<file path="config.mk">
export PLATFORM = sky130hd
export DESIGN_NAME = alu_lane_sequencer
export DESIGN_NICKNAME = d
export VERILOG_FILES = /design/src/rtl/alu_lane_sequencer_pkg.sv /design/src/rtl/VX_priority_encoder.sv /design/src/rtl/alu_lane_sequencer.sv
export SDC_FILE = /design/constraint.sdc
export NUM_CORES = 1
export LEC_CHECK = 0
export BUFFER_PORTS_ARGS = -buffer_cell sky130_fd_sc_hd__buf_2
export CAP_MARGIN = 20
export CORE_ASPECT_RATIO = 0.6
export CORE_MARGIN = 10
export CORE_UTILIZATION = 45
export CTS_CLUSTER_SIZE = 28
export DETAILED_ROUTE_END_ITERATION = 10
export MAX_ROUTING_LAYER = met4
export PLACE_DENSITY = 0.75
export SLEW_MARGIN = 15
export SYNTH_ARGS = -nofsm -noshare
export SYNTH_HDL_FRONTEND = slang
export SYNTH_HIERARCHICAL = 1
export SYNTH_SLANG_ARGS = --single-unit
</file>
<file path="constraint.sdc">
create_clock -name clk -period 76.4 [get_ports clk]
set_input_delay 3.82 -clock clk [delete_from_list [all_inputs] [get_ports clk]]
set_output_delay 3.82 -clock clk [all_outputs]
set_load 0.1 [all_outputs]
</file>
<file path="src/rtl/alu_lane_sequencer_pkg.sv">
// -----------------------------------------------------------------------------
// alu_lane_sequencer_pkg
//
// Shared GPU package for the ALU lane sequencer slice.
//   - seq_state_e : two-state sequencer FSM encoding (idle / warp held)
//   - pid_width() : width of a packet-id field for a given packet count,
//                   never narrower than one bit
// -----------------------------------------------------------------------------
package alu_lane_sequencer_pkg;

    typedef enum logic {
        StIdle = 1'b0,
        StBusy = 1'b1
    } seq_state_e;

    // A single-packet warp still needs a 1-bit pid port.
    function automatic int unsigned pid_width(int unsigned num_pkts);
        return (num_pkts > 1) ? $clog2(num_pkts) : 1;
    endfunction

endpackage

</file>
<file path="src/rtl/VX_priority_encoder.sv">
// -----------------------------------------------------------------------------
// VX_priority_encoder
//
// Finds the lowest set bit of a request vector.
//
// Parameters
//   N  : request vector width
//   LN : index width
//
// Ports
//   data_in : request vector
//   index   : position of the lowest set bit (0 when data_in is all zero)
//   onehot  : one-hot mask of that bit (all zero when data_in is all zero)
// -----------------------------------------------------------------------------
module VX_priority_encoder #(
    parameter int unsigned N  = 4,
    parameter int unsigned LN = 2
) (
    input  logic [N-1:0]  data_in,
    output logic [LN-1:0] index,
    output logic [N-1:0]  onehot
);

    // Scan from the top down so the lowest set bit is the last one written.
    always_comb begin
        index  = '0;
        onehot = '0;
        for (int i = N - 1; i >= 0; i--) begin
            if (data_in[i]) begin
                index     = LN'(i);
                onehot    = '0;
                onehot[i] = 1'b1;
            end
        end
    end

endmodule

</file>
<file path="src/rtl/alu_lane_sequencer.sv">
// -----------------------------------------------------------------------------
// alu_lane_sequencer
//
// Splits a warp request (NUM_THREADS threads) into ALU packets of NUM_LANES
// lanes each. Packets whose thread mask slice is all zero are skipped; a warp
// with an all-zero mask still produces a single empty packet (pid 0) so the
// downstream ALU sees the warp's metadata exactly once.
//
// Parameters
//   NUM_THREADS : threads per warp request
//   NUM_LANES   : lanes per packet (must divide NUM_THREADS)
//   DATAW       : per-thread payload bits
//   METAW       : shared per-warp metadata bits
//
// Ports
//   clk, reset            : clock, synchronous active-high reset
//   in_valid / in_ready   : warp request handshake
//   in_tmask/data/meta    : warp thread mask, per-thread payload, metadata
//   out_valid / out_ready : packet handshake toward the ALU
//   out_tmask/data/meta   : packet lane mask, per-lane payload, metadata
//   out_pid               : packet index within the warp
//   out_sop / out_eop     : first / last emitted packet of the warp
// -----------------------------------------------------------------------------
module alu_lane_sequencer
    import alu_lane_sequencer_pkg::*;
#(
    parameter int unsigned NUM_THREADS = 8,
    parameter int unsigned NUM_LANES   = 2,
    parameter int unsigned DATAW       = 64,
    parameter int unsigned METAW       = 32,
    localparam int unsigned NUM_PKTS   = NUM_THREADS / NUM_LANES,
    localparam int unsigned PID_WIDTH  = pid_width(NUM_PKTS)
) (
    input  logic                         clk,
    input  logic                         reset,

    input  logic                         in_valid,
    output logic                         in_ready,
    input  logic [NUM_THREADS-1:0]       in_tmask,
    input  logic [NUM_THREADS*DATAW-1:0] in_data,
    input  logic [METAW-1:0]             in_meta,

    output logic                         out_valid,
    input  logic                         out_ready,
    output logic [NUM_LANES-1:0]         out_tmask,
    output logic [NUM_LANES*DATAW-1:0]   out_data,
    output logic [METAW-1:0]             out_meta,
    output logic [PID_WIDTH-1:0]         out_pid,
    output logic                         out_sop,
    output logic                         out_eop
);

    // ---------------------------------------------------------------------
    // State
    // ---------------------------------------------------------------------
    seq_state_e                   state_q;
    logic                         valid_q;
    logic                         sop_q;
    logic                         eop_q;
    logic [PID_WIDTH-1:0]         pid_q;
    // Nonempty packets strictly above the one currently presented.
    logic [NUM_PKTS-1:0]          rem_q;
    logic [NUM_THREADS-1:0]       tmask_q;
    logic [NUM_THREADS*DATAW-1:0] data_q;
    logic [METAW-1:0]             meta_q;
    logic [NUM_LANES-1:0]         out_tmask_q;
    logic [NUM_LANES*DATAW-1:0]   out_data_q;

    // ---------------------------------------------------------------------
    // Handshakes
    // ---------------------------------------------------------------------
    logic fire_out;
    logic capture;

    assign fire_out = valid_q & out_ready;
    // A new warp may be taken while the last packet of the current one leaves.
    assign in_ready = (state_q == StIdle) | (fire_out & eop_q);
    assign capture  = in_valid & in_ready;

    // ---------------------------------------------------------------------
    // Packet selection
    // ---------------------------------------------------------------------
    logic [NUM_PKTS-1:0] nonempty_new;

    always_comb begin
        nonempty_new = '0;
        for (int unsigned p = 0; p < NUM_PKTS; p++) begin
            nonempty_new[p] = |in_tmask[p*NUM_LANES +: NUM_LANES];
        end
    end

    // On capture the search runs over the fresh warp's whole vector; while
    // advancing it runs over what is left above the current pid, so the
    // lowest hit is always the next packet to emit.
    logic [NUM_PKTS-1:0]  enc_in;
    logic [PID_WIDTH-1:0] enc_index;
    logic [NUM_PKTS-1:0]  enc_onehot;

    assign enc_in = capture ? nonempty_new : rem_q;

    VX_priority_encoder #(
        .N  (NUM_PKTS),
        .LN (PID_WIDTH)
    ) u_next_pkt (
        .data_in (enc_in),
        .index   (enc_index),
        .onehot  (enc_onehot)
    );

    logic [NUM_PKTS-1:0]          rem_next;
    logic [NUM_THREADS-1:0]       src_tmask;
    logic [NUM_THREADS*DATAW-1:0] src_data;
    logic [NUM_LANES-1:0]         pkt_tmask;
    logic [NUM_LANES*DATAW-1:0]   pkt_data;
    int unsigned                  pkt_lane_base;

    always_comb begin
        rem_next      = enc_in & ~enc_onehot;
        src_tmask     = capture ? in_tmask : tmask_q;
        src_data      = capture ? in_data : data_q;
        // All-zero warps give index 0 here, which yields the empty pid 0 packet.
        pkt_lane_base = 32'(enc_index) * NUM_LANES;
        pkt_tmask     = src_tmask[pkt_lane_base +: NUM_LANES];
        pkt_data      = src_data[pkt_lane_base*DATAW +: NUM_LANES*DATAW];
    end

    // ---------------------------------------------------------------------
    // Sequencer FSM with registered outputs
    // ---------------------------------------------------------------------
    always_ff @(posedge clk) begin
        if (reset) begin
            state_q     <= StIdle;
            valid_q     <= 1'b0;
            sop_q       <= 1'b0;
            eop_q       <= 1'b0;
            pid_q       <= '0;
            rem_q       <= '0;
            out_tmask_q <= '0;
        end else if (capture || (fire_out && !eop_q)) begin
            // Load the next packet: first of a new warp, or next of this one.
            state_q     <= StBusy;
            valid_q     <= 1'b1;
            sop_q       <= capture;
            eop_q       <= (rem_next == '0);
            pid_q       <= enc_index;
            rem_q       <= rem_next;
            out_tmask_q <= pkt_tmask;
            out_data_q  <= pkt_data;
            if (capture) begin
                tmask_q <= in_tmask;
                data_q  <= in_data;
                meta_q  <= in_meta;
            end
        end else if (fire_out) begin
            // Last packet left and no new warp arrived.
            state_q <= StIdle;
            valid_q <= 1'b0;
            sop_q   <= 1'b0;
            eop_q   <= 1'b0;
        end
    end

    assign out_valid = valid_q;
    assign out_sop   = sop_q;
    assign out_eop   = eop_q;
    assign out_pid   = pid_q;
    assign out_tmask = out_tmask_q;
    assign out_data  = out_data_q;
    assign out_meta  = meta_q;

endmodule

</file>
==> results of run 1 <==
==> layer usage <==
| layer | vias up | part of all wire, % |
|---|---|---|
| met5 | - | 0 |
| met4 | 0 | 2.0 |
| met3 | 120 | 9.2 |
| met2 | 1072 | 48 |
| met1 | 10500 | 41 |
| li1 | 10300 | - |
==> how the worst max path moves through the flow <==
stage,start,slack [ns],end
2_1_floorplan,in_valid,43.54,data_q[0]$_DFFE_PP_
3_5_place_dp,out_ready,67.97,in_ready
5_1_grt,out_ready,67.93,in_ready
6_report,out_ready,67.96,in_ready
3_3_place_gp,out_ready,67.99,in_ready
4_1_cts,out_ready,67.97,in_ready
==> per-stage QoR <==
step                instances  setup WS (ns)  total power [mW]  util, %  area [µm²]
floorplan                2601          43.54             0.665        -       30600
finish                   4229          67.96              1.02     55.5       37100
global placement         4093          67.99             0.692     52.2       34800
CTS                      4214          67.97              1.03     55.4       37000
detailed placement       4093          67.97             0.696     52.2       34800
global route             4229          67.93              1.06     55.5       37100
==> worst min-delay path, stage by stage, from the launching register on <==
cell and delay (ns):
sky130_fd_sc_hd__dfxtp_1 0.31, sky130_fd_sc_hd__nand2_1 0.05, sky130_fd_sc_hd__a21oi_1 0.05
==> flip-flops by register name, indices dropped and copies added (netlist names), 2 cells and up <==
name and cells:
out_tmask 2, out_pid 2, rem_q 4, out_data 128
out_meta 32, tmask_q 8, data_q 512
==> synthesized netlist by cell type (2+ instances only) <==
| master | number | share of area (%) |
|---|---|---|
| sky130_fd_sc_hd__nor2_1 | 15 | 0.18 |
| sky130_fd_sc_hd__nand2_1 | 1573 | 19 |
| sky130_fd_sc_hd__buf_6 | 12 | 0.44 |
| sky130_fd_sc_hd__mux2i_1 | 2 | 0.066 |
| sky130_fd_sc_hd__nor3_1 | 2 | 0.033 |
| sky130_fd_sc_hd__dfxtp_1 | 11 | 0.72 |
| sky130_fd_sc_hd__inv_1 | 2 | 0.025 |
| sky130_fd_sc_hd__edfxtp_1 | 680 | 67 |
| sky130_fd_sc_hd__clkbuf_1 | 77 | 0.95 |
| sky130_fd_sc_hd__a211o_1 | 2 | 0.057 |
| sky130_fd_sc_hd__a211oi_1 | 3 | 0.074 |
| sky130_fd_sc_hd__inv_2 | 2 | 0.025 |
| sky130_fd_sc_hd__buf_2 | 52 | 0.85 |
| sky130_fd_sc_hd__mux4_2 | 132 | 9.7 |
| sky130_fd_sc_hd__o22ai_1 | 2 | 0.041 |
| sky130_fd_sc_hd__a21oi_1 | 11 | 0.18 |
| sky130_fd_sc_hd__o21a_1 | 3 | 0.074 |
| sky130_fd_sc_hd__buf_1 | 9 | 0.11 |
==> logic make-up (layout without fill, tap and decap cells) <==
logic type | count (synthesis) | count (layout) | synth area share (%)
mux | 134 | 134 | 9.79
buf+inv | 155 | 869 | 2.42
other cells | 0 | 14 | 0
compound gates | 25 | 25 | 0.536
flops | 691 | 691 | 67.5
simple gates | 1596 | 1596 | 19.7
==> final cells by class <==
class                      instances  area [µm²]  area share (%)
timing repair buffer             744        3850            10.4
antenna                           14        35.0          0.0945
inverter                           4        15.0          0.0405
clock buffer                      81        1790            4.84
sequential                       691       20600            55.7
multi-input combinational       1755        9220            24.9
tap                              900        1130            3.04
clock inverter                    40         393            1.06
==> power groups by stage <==
| stage | Clock [mW] | Sequential [mW] | Combinational (mW) |
|---|---|---|---|
| after floorplan | 0 | 0.570 | 0.0949 |
| after global placement | 0 | 0.480 | 0.212 |
| after detailed placement | 0 | 0.480 | 0.216 |
| after CTS | 0.340 | 0.473 | 0.216 |
| after global routing | 0.356 | 0.475 | 0.230 |
| final | 0.333 | 0.473 | 0.216 |
==> key figures, run 1 <==
Status
  • Result of the run: complete, no violations

Die
  • Die width: 356 µm
  • Area of the core region: 66800 µm²
  • Starting density of the core: 45.8%
  • Die area: 79100 µm²
  • Die extent in y: 222 µm
  • Boundary Pins: 724
  • Placement row count: 73

STA
  • Final worst path period share: 11.1%
  • Setup skew after layout: 0.0178 ns
  • Post-route worst hold slack: 0.456 ns
  • Fin. max-slew vios: 0
  • Finish-stage setup viols: 0
  • Fin crit period: 8.44 ns
  • Tightest slew margin relative to the limit: 30.3%
  • Count of endpoints failing hold in the final timing report: 0
  • Worst Max-Slew Pin Slew: 1.04 ns
  • Highest clock rate: 118 MHz
  • RSZ-0062 raised after global routing: no
  • Setup total negative slack: 0 ns

Clock network
  • Root buffer selected by CTS: sky130_fd_sc_hd__clkbuf_16
  • Number of buffers created by CTS: 67
  • Clock transition at path regs: 0.06 ns
  • Number of sinks driven by the clock tree: 691
  • Setup bufs post-CTS: 0
  • CTS H-Tree Depth: 3
  • TritonCTS clock tree: built
  • Clock latency of the later-clocked register in the worst-skew pair: 0.60 ns
  • Number of resized instances in the post-cts repair step: 0
  • Number of buffers inserted for hold repair after clock tree synthesis: 0
  • Maximum count of clock buffers along a single path: 3

Global route
  • Met1 usage: 28.4%
  • Met2 global-route usage: 33.5%
  • Met3 usage: 5.33%
  • Congestion Overflow GR: 0
  • Global-route total usage across every layer: 21.6%
  • Vias in the first global route: 21600
  • Largest net degree at the start of global routing: 199
  • Antenna violations before repair: 18
  • Global-route wire length before repair: 130000 µm
  • Global-route layer with the greatest usage: met2

Flow run
  • Number of max-capacitance violations reported: 0

Pwr
  • Power per cell area: 27.6 nW/µm²
  • Share of total power consumed by net switching: 30.0%
  • Total leakage power: 16.1 nW
  • Peak supply drop: 21.7 µV
  • Clk pwr share: 32.6%
  • Sequential fraction of design power: 46.2%
  • Logic gate share of total power: 21.1%
  • Net switching power: 306 µW
  • Cell-internal power: 715 µW

Finish
  • Top library cells by usage in the layout, fill and taps aside: sky130_fd_sc_hd__nand2_1, sky130_fd_sc_hd__buf_2, sky130_fd_sc_hd__edfxtp_1, sky130_fd_sc_hd__mux4_2, sky130_fd_sc_hd__clkbuf_16
  • Proportion of layout cells with a drive suffix above 1: 29.8%
  • Number of nets at the end of the flow: 3819
  • Area delta synth->final: 21.3%
  • Most common cell after layout, fill and taps aside: sky130_fd_sc_hd__nand2_1
  • Count of filler cells inserted in the layout: 5558

Worst setup path
  • Critical-path top delay cell: sky130_fd_sc_hd__buf_2
  • Stage delay of the slowest cell on the critical path: 0.45 ns
  • Data arrival time of the critical path: 4.62 ns
  • Crit path top cell by count: sky130_fd_sc_hd__buf_2
  • R2r worst-path depth: 10
  • Reg-to-reg critical path endpoint: out_data[91]$_DFFE_PP_
  • Worst reg-to-reg setup slack: 72.07 ns
  • Path type of the worst setup path: primary input to output pin
  • Top fanout value on the critical path: 6
  • Worst path top cell family by delay: buffers and inverters
  • FF-to-FF Start: out_valid$_SDFFE_PP0P_
  • CP Buf/Inv Count: 3
  • Worst path depth: 4
  • Kind of launch point of the worst setup path: primary input
  • Data required, critical path: 72.58 ns
  • Endpoint kind of the worst setup timing path: output pin
  • Cells along the critical path: buf_2 > a21oi_2 > inv_2 > buf_2

Logic synthesis
  • Fraction of the yosys area taken by sequential cells: 67.5%
  • Cells after Synth: 2601
  • Post-synthesis area per instance: 11.7 µm²
  • Total of warnings raised by yosys: 6
  • Top FF cell, synth: sky130_fd_sc_hd__edfxtp_1
  • Proportion of synthesized flip-flops having asynchronous set or reset: 0%
  • Flip-flop and latch count after synthesis: 691
  • Count of flip-flops with a built-in enable after synthesis: 680
  • Area of the mapped netlist: 30600 µm²
  • Net count after synthesis: 3157
  • Number of distinct library cells after synthesis: 29

Detailed routing
  • Router iterations before antenna repair: 6
  • Final wirelength: 87000 µm
  • Via density per instance: 5.20
  • Iteration-0 DRC count of the detailed router: 2627
  • Post-detailed-route count of antenna-violating nets: 0
  • Per-cell routed wire length: 20.6 µm
  • Post-route DRC: 0
  • Vias: 22000

Hold path
  • Cell count of the worst hold path: 2
  • Worst hold-check path type: flip-flop to flip-flop
  • Startpoint of the tightest hold check path: out_pid[0]$_SDFFE_PP0P_
  • Worst min-delay path endpoint: out_pid[0]$_SDFFE_PP0P_

Place
  • Port Buffers: 723
  • Final estimated routing congestion in global placement: 0.861
  • Sum of net half-perimeters after detailed placement: 61000 µm
(Power assumes the default switching activity.)
==> run 2, diff against run 1 <==
clock period = 8.5 ns   (was 76.4 ns; I/O delays follow)
==> run 2 against run 1 <==
Compared with the run above:
- highest routed layer unchanged
- critical path type is now flip-flop to flip-flop
- design area up 0.99%
- final cell count up 0.97%
- critical path depth up 4
==> key figures, run 2 (synthesis results as in run 1) <==
Finish
  • Area delta synth->final: 22.5%
  • Top library cells by usage in the layout, fill and taps aside: sky130_fd_sc_hd__nand2_1, sky130_fd_sc_hd__buf_2, sky130_fd_sc_hd__edfxtp_1, sky130_fd_sc_hd__mux4_2, sky130_fd_sc_hd__clkbuf_16
  • Sequential cell area: 20600 µm²
  • Multi-input combinational cell area: 9240 µm²
  • Count of filler cells inserted in the layout: 5552
  • Proportion of layout cells with a drive suffix above 1: 29.4%
  • Flip-flop count of the largest register, all copies and words added: 512
  • Most common cell after layout, fill and taps aside: sky130_fd_sc_hd__nand2_1
  • Register with the most flip-flops: data_q
  • Final instance area: 37400 µm²
  • Number of nets at the end of the flow: 3847

Worst setup path
  • Kind of launch point of the worst setup path: flip-flop
  • CP Buf/Inv Count: 3
  • Worst path top cell family by delay: compound AO/OA/AOI/OAI gates
  • FF-to-FF Start: out_valid$_SDFFE_PP0P_
  • R2r worst-path depth: 8
  • Reg-to-reg critical path endpoint: out_data[107]$_DFFE_PP_
  • Path type of the worst setup path: flip-flop to flip-flop
  • Stage delay of the slowest cell on the critical path: 0.82 ns
  • Crit path top cell by count: sky130_fd_sc_hd__inv_2
  • Data required, critical path: 8.83 ns
  • Critical-path top delay cell: sky130_fd_sc_hd__buf_4
  • Endpoint kind of the worst setup timing path: flip-flop
  • Worst reg-to-reg setup slack: 4.33 ns
  • Cells along the critical path: inv_2 > a21oi_2 > inv_2 > and2_4 > a21oi_1 > a21oi_4 > buf_4 > mux4_2
  • Top fanout value on the critical path: 77
  • Data arrival time of the critical path: 4.50 ns
  • Worst path depth: 8

Die
  • Die width: 356 µm
  • Die area: 79100 µm²
  • Die extent in y: 222 µm
  • Placement row count: 73
  • Area of the core region: 66800 µm²
  • Starting density of the core: 45.8%
  • Boundary Pins: 724

STA
  • Fin. max-slew vios: 0
  • Tightest slew margin relative to the limit: 21.9%
  • RSZ-0062 raised after global routing: no
  • Worst Max-Slew Pin Slew: 1.17 ns
  • Fin crit period: 4.17 ns
  • Setup skew after layout: 0.0155 ns
  • Final setup slack of the worst path: 4.33 ns
  • Highest clock rate: 240 MHz
  • Finish-stage setup viols: 0
  • Final worst path period share: 49.0%
  • Count of endpoints failing hold in the final timing report: 0

Clock network
  • TritonCTS clock tree: built
  • Clock transition at path regs: 0.07 ns
  • CTS H-Tree Depth: 3
  • Number of resized instances in the post-cts repair step: 0
  • Number of sinks driven by the clock tree: 691
  • Root buffer selected by CTS: sky130_fd_sc_hd__clkbuf_16
  • Maximum count of clock buffers along a single path: 3
  • Number of buffers created by CTS: 67
  • Setup bufs post-CTS: 0
  • Clock latency of the later-clocked register in the worst-skew pair: 0.61 ns

Detailed routing
  • Post-route DRC: 0
  • Iteration-0 DRC count of the detailed router: 2564
  • Per-cell routed wire length: 21.0 µm
  • Final wirelength: 89500 µm
  • Vias: 22300
  • Router iterations before antenna repair: 7
  • Via density per instance: 5.22
  • Post-detailed-route count of antenna-violating nets: 0

Pwr
  • Total leakage power: 16.2 nW
  • Power per cell area: 246 nW/µm²
  • Peak supply drop: 145 µV

Global route
  • Largest net degree at the start of global routing: 217
  • Global-route wire length before repair: 134000 µm
  • Antenna violations before repair: 27
  • Vias in the first global route: 22200
  • Congestion Overflow GR: 0
  • Global-route total usage across every layer: 22.3%

Place
  • Final estimated routing congestion in global placement: 0.876
  • Port Buffers: 723
  • DP Worst Slack: 4.11 ns
  • Sum of net half-perimeters after detailed placement: 61800 µm
  • Placed cell areas: 34900 µm²

Status
  • Result of the run: complete, no violations

Hold path
  • Worst hold-check path type: primary input to flip-flop
  • Worst min-delay path endpoint: out_meta[18]$_DFFE_PP_
  • Startpoint of the tightest hold check path: in_meta[18]
  • Cell count of the worst hold path: 1

Flow run
  • Number of max-capacitance violations reported: 0
[run 2: cell count changes in the layout (fill, tap and decap cells not counted), moves of 4 or more]
cell                            change
sky130_fd_sc_hd__buf_4              -4
sky130_fd_sc_hd__clkbuf_1           +4
sky130_fd_sc_hd__clkinv_2           -9
sky130_fd_sc_hd__diode_2           +17
sky130_fd_sc_hd__dlygate4sd3_1     +31
[run 2: final cells by class]
| class | instances | area share (%) |
|---|---|---|
| Inverter | 4 | 0.0401 |
| Multi-Input combinational cell | 1755 | 24.7 |
| Antenna cell | 31 | 0.207 |
| Clock buffer | 87 | 4.93 |
| Tap cell | 900 | 3.01 |
| Sequential cell | 691 | 55.1 |
| Clock inverter | 30 | 0.919 |
| Timing Repair Buffer | 772 | 11.1 |
[run 2: worst max-delay path by stage]
| stage | start | endpoint | slack (ns) |
|---|---|---|---|
| final | out_valid$_SDFFE_PP0P_ | out_data[107]$_DFFE_PP_ | 4.33 |
| after global routing | out_valid$_SDFFE_PP0P_ | out_data[41]$_DFFE_PP_ | 3.98 |
| after CTS | out_valid$_SDFFE_PP0P_ | out_data[21]$_DFFE_PP_ | 4.26 |
| after detailed placement | out_ready | out_data[21]$_DFFE_PP_ | 4.11 |
| after global placement | out_ready | out_data[23]$_DFFE_PP_ | 4.20 |
| after floorplan | out_valid$_SDFFE_PP0P_ | data_q[0]$_DFFE_PP_ | -2.43 |
[run 2: power breakdown]
group          switching [mW]  internal (mW)
clock network            1.28           1.73
registers              0.0840           4.17
logic                    1.38          0.571
total                    2.75           6.47
[run 2: repair_timing]
action	4_1_cts	5_1_grt
hold buffers	31	0
hold endpoints to repair	31	0
setup endpoints to repair	0	0
[run 2: through the flow]
step,TNS [ns],power [mW],hold WS (ns),util [%],cells
floorplan,-1577.21,5.83,0.436,-,2601
global placement,0,6.21,0.441,52.2,4091
detailed placement,0,6.26,0.455,52.2,4091
CTS,0,9.27,0.0228,56.0,4239
global route,0,9.57,0.0257,56.0,4263
finish,0,9.22,0.0866,56.1,4270
[run 2: per-layer routing]
metal  vias to the layer above  share of wire [%]  GRT usage [%]  routed length (µm)
li1                      10300                  -              -                   -
met4                         0                2.2           6.23                2010
met3                       129                8.2           5.63                7340
met5                         -                  0              -                   0
met2                       927                 49           34.9               43400
met1                     10900                 41           28.6               36700
